File: src/rtl/nmi_arbiter.sv
`default_nettype none
// ============================================================================
//  Module   : nmi_arbiter
//  Purpose  : Shares the Z80 /NMI line between four requesters (magic, pause,
//             divMMC, external). Requests are synchronised, debounced and
//             latched as pending; one is granted per frame interrupt edge,
//             /NMI is held until the 0x0066 vector fetch, and the block then
//             waits for the handler to report completion.
//  Ports    : clk28, rst_n           - 28 MHz clock, async active-low reset
//             bus_*                  - CPU bus monitor (observed only)
//             req[3:0], mask[3:0]    - raw requests / requester disables
//             n_int, n_int_next      - current / next-cycle frame interrupt
//             map_active             - magic ROM mapped (gates status port)
//             nmi_done               - handler finished pulse
//             n_nmi, grant, nmi_active, d_out, d_out_active - outputs
//  Revision : 1.0 - initial release
// ============================================================================
module nmi_arbiter #(
  parameter int DEBOUNCE_W = 16,
  parameter int TIMEOUT_W  = 20
) (
  input  logic        clk28,
  input  logic        rst_n,
  input  logic        bus_mreq,
  input  logic        bus_ioreq,
  input  logic        bus_m1,
  input  logic        bus_rd,
  input  logic        bus_wr,
  input  logic [15:0] bus_a,
  input  logic [7:0]  bus_d,
  input  logic [3:0]  req,
  input  logic [3:0]  mask,
  input  logic        n_int,
  input  logic        n_int_next,
  input  logic        map_active,
  input  logic        nmi_done,
  output logic        n_nmi,
  output logic [1:0]  grant,
  output logic        nmi_active,
  output logic [7:0]  d_out,
  output logic        d_out_active
);

  typedef enum logic [1:0] {
    S_IDLE      = 2'd0,
    S_WAIT_EDGE = 2'd1,
    S_ASSERT    = 2'd2,
    S_SERVICE   = 2'd3
  } state_t;

  localparam logic [DEBOUNCE_W-1:0] c_deb_max = '1;
  localparam logic [TIMEOUT_W-1:0]  c_tmo_max = '1;

  state_t                 r_state;
  logic [3:0]             w_deb;
  logic [3:0]             r_deb_q;
  logic [3:0]             r_pend;
  logic [TIMEOUT_W-1:0]   r_tmo_cnt;
  logic                   r_tmo_flag;

  logic [3:0]             w_rise;
  logic [3:0]             w_elig;
  logic [3:0]             w_gclr;
  logic [1:0]             w_pick;
  logic                   w_frame;
  logic                   w_fetch;
  logic                   w_sel;
  logic                   w_grant_now;
  logic                   w_timeout;
  logic                   w_unused_bus;

  // The data bus and write strobe are visible on the monitor but play no part
  // here: port writes are deliberately ignored.
  assign w_unused_bus = ^{bus_wr, bus_d};

  // --------------------------------------------------------------------------
  // Per-requester synchroniser and debouncer. The counter runs only while the
  // synchronised level differs from the accepted level, so any bounce back to
  // the accepted level restarts the stability window.
  // --------------------------------------------------------------------------
  for (genvar i = 0; i < 4; i++) begin : g_req
    logic [1:0]            r_sync;
    logic [DEBOUNCE_W-1:0] r_cnt;
    logic                  r_deb;

    always_ff @(posedge clk28 or negedge rst_n) begin
      if (!rst_n) begin
        r_sync <= 2'b00;
        r_cnt  <= '0;
        r_deb  <= 1'b0;
      end else begin
        r_sync <= {r_sync[0], req[i]};
        if (r_sync[1] == r_deb) begin
          r_cnt <= '0;
        end else if (r_cnt == c_deb_max) begin
          r_deb <= r_sync[1];
          r_cnt <= '0;
        end else begin
          r_cnt <= r_cnt + 1'b1;
        end
      end
    end

    assign w_deb[i] = r_deb;
  end

  assign w_rise      = w_deb & ~r_deb_q;
  assign w_elig      = r_pend & ~mask;
  assign w_frame     = n_int & ~n_int_next;
  assign w_fetch     = bus_m1 & bus_mreq & (bus_a == 16'h0066);
  assign w_sel       = map_active & bus_ioreq & bus_rd & (bus_a == 16'hFEFF);
  assign w_grant_now = (r_state == S_WAIT_EDGE) & w_frame & (|w_elig);
  // Fetch wins over a timeout landing in the same cycle.
  assign w_timeout   = (r_state == S_ASSERT) & ~w_fetch & (r_tmo_cnt == c_tmo_max);

  // Fixed priority: lowest index wins.
  always_comb begin
    w_pick = 2'd0;
    for (int i = 3; i >= 0; i--) begin
      if (w_elig[i]) w_pick = 2'(i);
    end
  end

  assign w_gclr = w_grant_now ? (4'b0001 << w_pick) : 4'b0000;

  // A new rising edge beats a grant clear in the same cycle so a re-request
  // from the source being granted is never lost; repeats simply collapse.
  always_ff @(posedge clk28 or negedge rst_n) begin
    if (!rst_n) begin
      r_deb_q <= 4'b0000;
      r_pend  <= 4'b0000;
    end else begin
      r_deb_q <= w_deb;
      r_pend  <= ~mask & ((r_pend & ~w_gclr) | w_rise);
    end
  end

  // --------------------------------------------------------------------------
  // Grant / service sequencer
  // --------------------------------------------------------------------------
  always_ff @(posedge clk28 or negedge rst_n) begin
    if (!rst_n) begin
      r_state    <= S_IDLE;
      n_nmi      <= 1'b1;
      grant      <= 2'd0;
      nmi_active <= 1'b0;
      r_tmo_cnt  <= '0;
    end else begin
      case (r_state)
        S_IDLE: begin
          if (|r_pend) r_state <= S_WAIT_EDGE;
        end
        S_WAIT_EDGE: begin
          if (w_grant_now) begin
            grant      <= w_pick;
            n_nmi      <= 1'b0;
            nmi_active <= 1'b1;
            r_tmo_cnt  <= '0;
            r_state    <= S_ASSERT;
          end else if (~|r_pend) begin
            r_state <= S_IDLE;
          end
        end
        S_ASSERT: begin
          if (w_fetch) begin
            n_nmi   <= 1'b1;
            r_state <= S_SERVICE;
          end else if (w_timeout) begin
            n_nmi      <= 1'b1;
            nmi_active <= 1'b0;
            r_state    <= S_IDLE;
          end else begin
            r_tmo_cnt <= r_tmo_cnt + 1'b1;
          end
        end
        S_SERVICE: begin
          if (nmi_done) begin
            nmi_active <= 1'b0;
            r_state    <= S_IDLE;
          end
        end
        default: r_state <= S_IDLE;
      endcase
    end
  end

  // --------------------------------------------------------------------------
  // Status port. The snapshot is taken from registered state, so the first
  // read after a timeout still shows the flag even though it clears then.
  // --------------------------------------------------------------------------
  always_ff @(posedge clk28 or negedge rst_n) begin
    if (!rst_n) begin
      d_out        <= 8'h00;
      d_out_active <= 1'b0;
      r_tmo_flag   <= 1'b0;
    end else begin
      d_out        <= w_sel ? {nmi_active, r_tmo_flag, grant, r_pend} : 8'h00;
      d_out_active <= w_sel;
      if (w_timeout) begin
        r_tmo_flag <= 1'b1;
      end else if (w_sel & ~d_out_active) begin
        r_tmo_flag <= 1'b0;
      end
    end
  end

endmodule
`default_nettype wire

File: config.mk
export PLATFORM = sky130hd
export DESIGN_NAME = nmi_arbiter
export DESIGN_NICKNAME = d
export VERILOG_FILES = /design/src/rtl/nmi_arbiter.sv
export SDC_FILE = /design/constraint.sdc
export NUM_CORES = 1
export LEC_CHECK = 0
export BUFFER_PORTS_ARGS = -buffer_cell sky130_fd_sc_hd__clkbuf_2
export CAP_MARGIN = 5
export CORE_ASPECT_RATIO = 1.75
export CORE_MARGIN = 5
export CORE_UTILIZATION = 45
export DETAILED_ROUTE_END_ITERATION = 7
export GPL_TIMING_DRIVEN = 0
export PLACE_DENSITY = 0.63
export SYNTH_ARGS = -nofsm -noshare
export SYNTH_HDL_FRONTEND = slang
export SYNTH_SLANG_ARGS = --single-unit
File: constraint.sdc
create_clock -name clk28 -period 4.7 [get_ports clk28]
set_input_delay 0.705 -clock clk28 [delete_from_list [all_inputs] [get_ports clk28]]
set_output_delay 0.705 -clock clk28 [all_outputs]
set_load 0.02 [all_outputs]
==> results.txt, run 1 <==
Synth Net Count: 587
area of the multi-input gates: 0.00238 mm^2
worst slew pin tran: 0.629 ns
clk sinks: 120
post-synth cell types: 53
critical path class: flip-flop to flip-flop
largest net degree at the start of global routing: 119
via/cell ratio: 5.22
VDD IR max: 0.257 mV
Final Max Tran Viols: 0
Ant. Diodes: 0
CP top delay family: simple AND/OR/NAND/NOR gates
FF-to-FF Start: g_req[2].r_cnt[0]$_DFF_PN0_
RSZ-0062 raised after global routing: no
maxcap violations: 0
crit-path cells: ha_1 > nand2_1 > nor4_1 > nand3_1 > nand2b_1 > buf_2 > nor2_1
Max clock buf depth: 2
Reg power frac: 43.3%
Layout Skew: 0.00695 ns
Final period util: 44.5%
total CTS buffers: 17
die footprint: 0.0146 mm^2
# IOs: 56
CTS Hold Buffers Added: 0
area leader, netlist: dfrtp_1
RR Endpoint: g_req[2].r_cnt[13]$_DFF_PN0_
WL/cell: 13.7 um
CP max FO: 10
data required time at the worst endpoint: 4.99 ns
nets: 653
Worst Path Buf+Inv: 1
CP startpoint: g_req[2].r_cnt[0]$_DFF_PN0_
number of H-tree levels: 4
crit path launch type: flip-flop
GPL Wtd Cong: 0.781
status: finished, final reports clean
CTS tree: yes
DRC Markers: 0
Yosys top cell area share: 54.1%
Mapped Area: 0.00550 mm^2
Logic pwr share: 4.5%
Die H: 156 um
setup TNS: 0 ns
Die Wd: 93.6 um
Initial Util: 45.8%
EDFF count, synth: 0
ANT nets after route: 0
Final Critical Period: 2.09 ns
Worst setup EP type: flip-flop
synth top area cells: dfrtp_1 54%, nor2_1 5.8%, xor2_1 5.7%
initial antenna violation count: 0
slew margin rel.: 58.1%
total track usage: 16.4%
Sequential cell area: 0.00300 mm^2
post-cts repair resize count: 0
Pre-Repair DR Iteration Count: 6
worst-skew pair later-pin latency: 0.41 ns
Final Total Pwr: 0.00253 W
# fillers: 1073
Root Driver: clkbuf_16
CP arrival: 2.38 ns
Iteration-0 DRC Markers: 184
Area growth syn-to-layout: 19.8%
Mapped Cells: 539
Post-CTS Setup Bufs: 0
crit-path max cell delay: 0.53 ns
Synth Register Bits: 120
Syn Area/Cell: 10.2 um^2
most common cell after layout, fill and taps aside: dfrtp_1
I/O Buffers: 46
Final setup viols: 0
P_int: 0.00196 W
PD cells: 383 mW/mm^2
core outline area: 0.0120 mm^2
HPWL after detailed placement: 7610 um
Reg2Reg Setup Slack: 2.61 ns
row cnt: 53
Post-synth ARST share: 100%
pre-CTS setup slack: 2.23 ns
vias in the first global route: 4266
most frequent cells in the layout: 119 x dfrtp_1, 85 x nor2_1, 45 x clkbuf_2
Seq/Total Area, Yosys: 54.6%
Psw: 0.000566 W
ys flop type: dfrtp_1
Hold WC Path Type: primary input to asynchronous set/reset pin
Pleak: 2.94 nW
CP max-delay cell: nor4_1
Clock Power Share: 52.2%
via count: 4085
first-pass GRT wire length: 19200 um
gr ovfl total: 0
Final WS setup: 2.61 ns
R2R depth: 7
synth warn: 0
fmax: 478 MHz
Sw Ratio: 22.4%
WL final: 10700 um
layout cells sized above 1: 17.2%
Final Hold Violating Endpoints: 0
clock slew at reported path FFs: 0.06 ns
==> worst register-to-register path, cell delays in order (launching register included) <==
cell and delay [ns]:
dfrtp_1 0.40, ha_1 0.23, nand2_1 0.11, nor4_1 0.53, nand3_1 0.20, nand2b_1 0.18, buf_2 0.24, nor2_1 0.07
==> synth_stat cells, drive strengths merged (9+ instances only) <==
cell	number
inv	12
a21oi	21
nand2	39
and3	16
buf	9
xor2	36
nor4	9
xnor2	22
and2	12
dfrtp	119
or4	10
nor2	86
nand4	15
nand3	38
o31ai	9
o21ai	13
==> power by group through the flow <==
stage | logic (W) | clock network (W) | registers [W]
after floorplan | 0.0000581 | 0 | 0.00111
after global placement | 0.000107 | 0 | 0.00111
after detailed placement | 0.000117 | 0 | 0.00111
after CTS | 0.000117 | 0.00136 | 0.00109
after global routing | 0.000132 | 0.00141 | 0.00110
final | 0.000113 | 0.00132 | 0.00109
==> area by class of cell <==
cell class,instances,area share [%]
flip-flops and latches,120,45.6
multi-input cells,393,36.2
clock buffers,18,6.67
repair buffers,47,4.04
well taps,165,3.13
clock inverters,14,2.66
plain buffers,14,1.04
inverters,12,0.684
==> logic make-up (layout without fill, tap and decap cells) <==
group                      count (synthesis)  in the layout  share of synthesized area (%)
and+or+nand+nor                          263            263                           24.6
DFF                                      120            120                           54.6
AOI/OAI and AO/OA                         58             58                           6.64
xor gates and xnor gates                  58             58                           9.23
buffers and inverters                     26            105                           2.07
muxes                                      9              9                           1.73
adders and majority gates                  5              5                           1.14
==> state kept, by name (all words and copies together), names as in the netlist <==
name,flops
g_req.r_cnt,64
r_tmo_cnt,20
d_out,8
g_req.r_sync,8
g_req.r_deb,4
r_deb_q,4
r_pend,4
grant,2
r_state,2
d_out_active,1
n_nmi,1
nmi_active,1
r_tmo_flag,1
==> through the flow <==
step | instance area, um^2 | utilization, % | std cells | hold slack [ns]
6_report | 6590 | 54.9 | 783 | 0.0954
5_1_grt | 6590 | 54.9 | 783 | 0.0749
4_1_cts | 6590 | 54.9 | 783 | 0.0765
3_5_place_dp | 5970 | 49.8 | 751 | 0.343
3_3_place_gp | 5940 | 49.5 | 750 | 0.333
2_1_floorplan | 5500 | - | 539 | 0.331
==> how the worst max path moves through the flow <==
stage | cells after the start | slack, ns | endpoint
3_5_place_dp | 7 | 2.23 | r_tmo_cnt[7]$_DFFE_PN0P_
3_3_place_gp | 1 | 1.16 | g_req[3].r_cnt[6]$_DFF_PN0_
4_1_cts | 7 | 2.56 | g_req[2].r_cnt[13]$_DFF_PN0_
2_1_floorplan | 5 | 2.65 | r_tmo_cnt[11]$_DFFE_PN0P_
5_1_grt | 7 | 2.35 | g_req[2].r_cnt[10]$_DFF_PN0_
6_report | 7 | 2.61 | g_req[2].r_cnt[13]$_DFF_PN0_
==> metal layers <==
metal	track usage, %	vias to the layer above	wire length, um
met5	0	-	0
met4	7.44	0	270
met3	4.52	21	395
met2	28.5	61	5660
met1	18.6	1994	4410
li1	-	2009	-
Note: power is estimated with default switching activity, not from simulation.
==> inputs of run 2 (changes only) <==
==> constraint.sdc (replaced) <==
create_clock -name clk28 -period 2 [get_ports clk28]
set_input_delay 0.3 -clock clk28 [delete_from_list [all_inputs] [get_ports clk28]]
set_output_delay 0.3 -clock clk28 [all_outputs]
set_load 0.02 [all_outputs]
==> run 2 against run 1 <==
  * Non-clock buffer count grew 6
  * Combinational power grew to 2.5 times the previous value
  * Worst setup slack lost 2.5 ns
  * Clock power grew 130%
==> results.txt, run 2 (synthesis gave the netlist of run 1 again) <==
maxcap violations: 0 (unchanged)
CP arrival: 2.26 ns (-0.12 ns)
Ant. Diodes: 0 (unchanged)
# IOs: 56 (unchanged)
row cnt: 53 (unchanged)
critical path class: flip-flop to flip-flop
Die Wd: 93.6 um (unchanged)
I/O Buffers: 46 (unchanged)
FF-to-FF Start: r_tmo_cnt[0]$_DFFE_PN0P_
Layout Skew: 0.00755 ns (+0.000594 ns)
DR top layer: met4
ANT nets after route: 0 (unchanged)
vias in the first global route: 4286 (+0.47%)
clock slew at reported path FFs: 0.06 ns (about the same)
fmax: 518 MHz (+8.4%)
slew margin rel.: 57.8% (-0.26 points)
crit path launch type: flip-flop
post-route cell area: 0.00671 mm^2 (+1.9%)
Pleak: 3.02 nW (+2.6%)
CTS tree: yes
met3 routed WL: 407 um (+3.0%)
RR Endpoint: r_tmo_cnt[11]$_DFFE_PN0P_
Pre-Repair DR Iteration Count: 4 (-2)
R2R depth: 6 (-1)
Placed Area: 0.00597 mm^2 (unchanged)
core outline area: 0.0120 mm^2 (unchanged)
most common cell after layout, fill and taps aside: dfrtp_1
CP startpoint: r_tmo_cnt[0]$_DFFE_PN0P_
most frequent cells in the layout: 119 x dfrtp_1, 85 x nor2_1, 45 x clkbuf_2
worst slew pin tran: 0.633 ns (+0.00386 ns)
gr ovfl total: 0 (unchanged)
placed insts: 751 (unchanged)
via/cell ratio: 5.19 (-0.49%)
Final Hold Violating Endpoints: 0 (unchanged)
PD cells: 889 mW/mm^2 (+130%)
Hold EP: r_pend[0]$_DFF_PN0_
GPL Wtd Cong: 0.781 (unchanged)
Final Total Pwr: 0.00597 W (+140%)
Iteration-0 DRC Markers: 189 (+2.7%)
final core occ: 55.9% (+1.0 points)
Root Driver: clkbuf_16
area of the multi-input gates: 0.00244 mm^2 (+2.6%)
Non-Filler Instances: 789 (+0.77%)
WL final: 10900 um (+1.5%)
total track usage: 16.4% (about the same)
Area growth syn-to-layout: 22.0%
Final period util: 96.5% (+52 points)
layout cells sized above 1: 17.9% (+0.80 points)
status: finished, final reports clean
number of H-tree levels: 4 (unchanged)
HPWL after detailed placement: 7610 um (unchanged)
Final setup viols: 0 (unchanged)
die footprint: 0.0146 mm^2 (unchanged)
Sequential cell area: 0.00300 mm^2 (unchanged)
Reg2Reg Setup Slack: 0.07 ns (-2.54 ns)
data required time at the worst endpoint: 2.33 ns (-2.66 ns)
clk sinks: 120 (unchanged)
nets: 659 (+0.92%)
worst-skew pair later-pin latency: 0.41 ns (about the same)
WL met1: 4450 um (+0.72%)
Max clock buf depth: 2 (unchanged)
Hold WC Path Type: primary input to flip-flop
Die H: 156 um (unchanged)
largest net degree at the start of global routing: 119 (unchanged)
total CTS buffers: 17 (unchanged)
via count: 4096 (+0.27%)
Initial Util: 45.8% (unchanged)
Met2 Wirelength: 5740 um (+1.4%)
Final Critical Period: 1.93 ns (-0.162 ns)
number of flip-flops in the largest register: 64 (unchanged)
hold path start: mask[0]
Final Max Tran Viols: 0 (unchanged)
Worst setup EP type: flip-flop
setup TNS: 0 ns (unchanged)
hold path depth: 2
WL/cell: 13.8 um (+0.70%)
Most flops, register: g_req.r_cnt
Largest regs: g_req.r_cnt (64), r_tmo_cnt (20)
# fillers: 1060 (-1.2%)
DRC Markers: 0 (unchanged)
first-pass GRT wire length: 19200 um (about the same)
initial antenna violation count: 0 (unchanged)
CP max FO: 7 (-3)
VDD IR max: 0.606 mV (+140%)
-- run 2: cell count changes in the layout (fill, tap and decap cells not counted), sizes merged --
| cell | before | now |
|---|---|---|
| dlygate4sd3 | 0 | 5 |
| clkbuf | 69 | 70 |
-- run 2: layout make-up --
type,count,share of cell area [%]
tap,165,3.08
clock inverter,14,2.61
timing repair buffer,54,4.94
inverter,12,0.671
clock buffer,18,6.54
sequential,120,44.8
buffer,13,0.988
multi-input combinational,393,36.4
-- run 2: worst max-delay path by stage --
| stage | end | cells after the start |
|---|---|---|
| finish | r_tmo_cnt[11]$_DFFE_PN0P_ | 6 |
| global route | g_req[3].r_cnt[9]$_DFF_PN0_ | 7 |
| CTS | g_req[3].r_cnt[9]$_DFF_PN0_ | 8 |
| detailed placement | g_req[2].r_cnt[6]$_DFF_PN0_ | 7 |
| global placement | g_req[3].r_cnt[6]$_DFF_PN0_ | 1 |
| floorplan | r_tmo_cnt[11]$_DFFE_PN0P_ | 6 |
-- run 2: routing by layer --
layer,GRT usage [%],vias up
met3,4.47,24
met4,7.64,0
li1,-,2024
met1,18.6,1986
met2,28.4,62
met5,0,-
-- run 2: report_power, final --
part,switching (W),leakage [nW],total (W),internal [W]
Clock,0.00111,0.292,0.00310,0.00200
Sequential,0.0000788,1.64,0.00258,0.00250
Combinational,0.000169,1.09,0.000284,0.000115
-- run 2: what timing repair did --
item / CTS / global route
gates resized for setup: 3 / 9
hold buffers: 5 / 0
pin swaps: 0 / 4
buffers inserted: 0 / 2
hold endpoints to repair: 6 / 0
setup endpoints to repair: 32 / 49
-- run 2: critical path, cell delays in order, from the launching register on --
cell and delay, ns:
dfrtp_1 0.41, ha_1 0.26, nand3_4 0.14, or3_4 0.18
nor4_1 0.07, or4b_2 0.63, a21oi_1 0.16
-- run 2: per-stage QoR --
step / setup WS, ns / hold WS (ns)
floorplan: 0.157 / 0.00441
global placement: -1.13 / 0.333
detailed placement: -0.117 / 0.111
CTS: 0.00456 / 0.0404
global route: -0.0672 / 0.0538
finish: 0.0695 / 0.0560
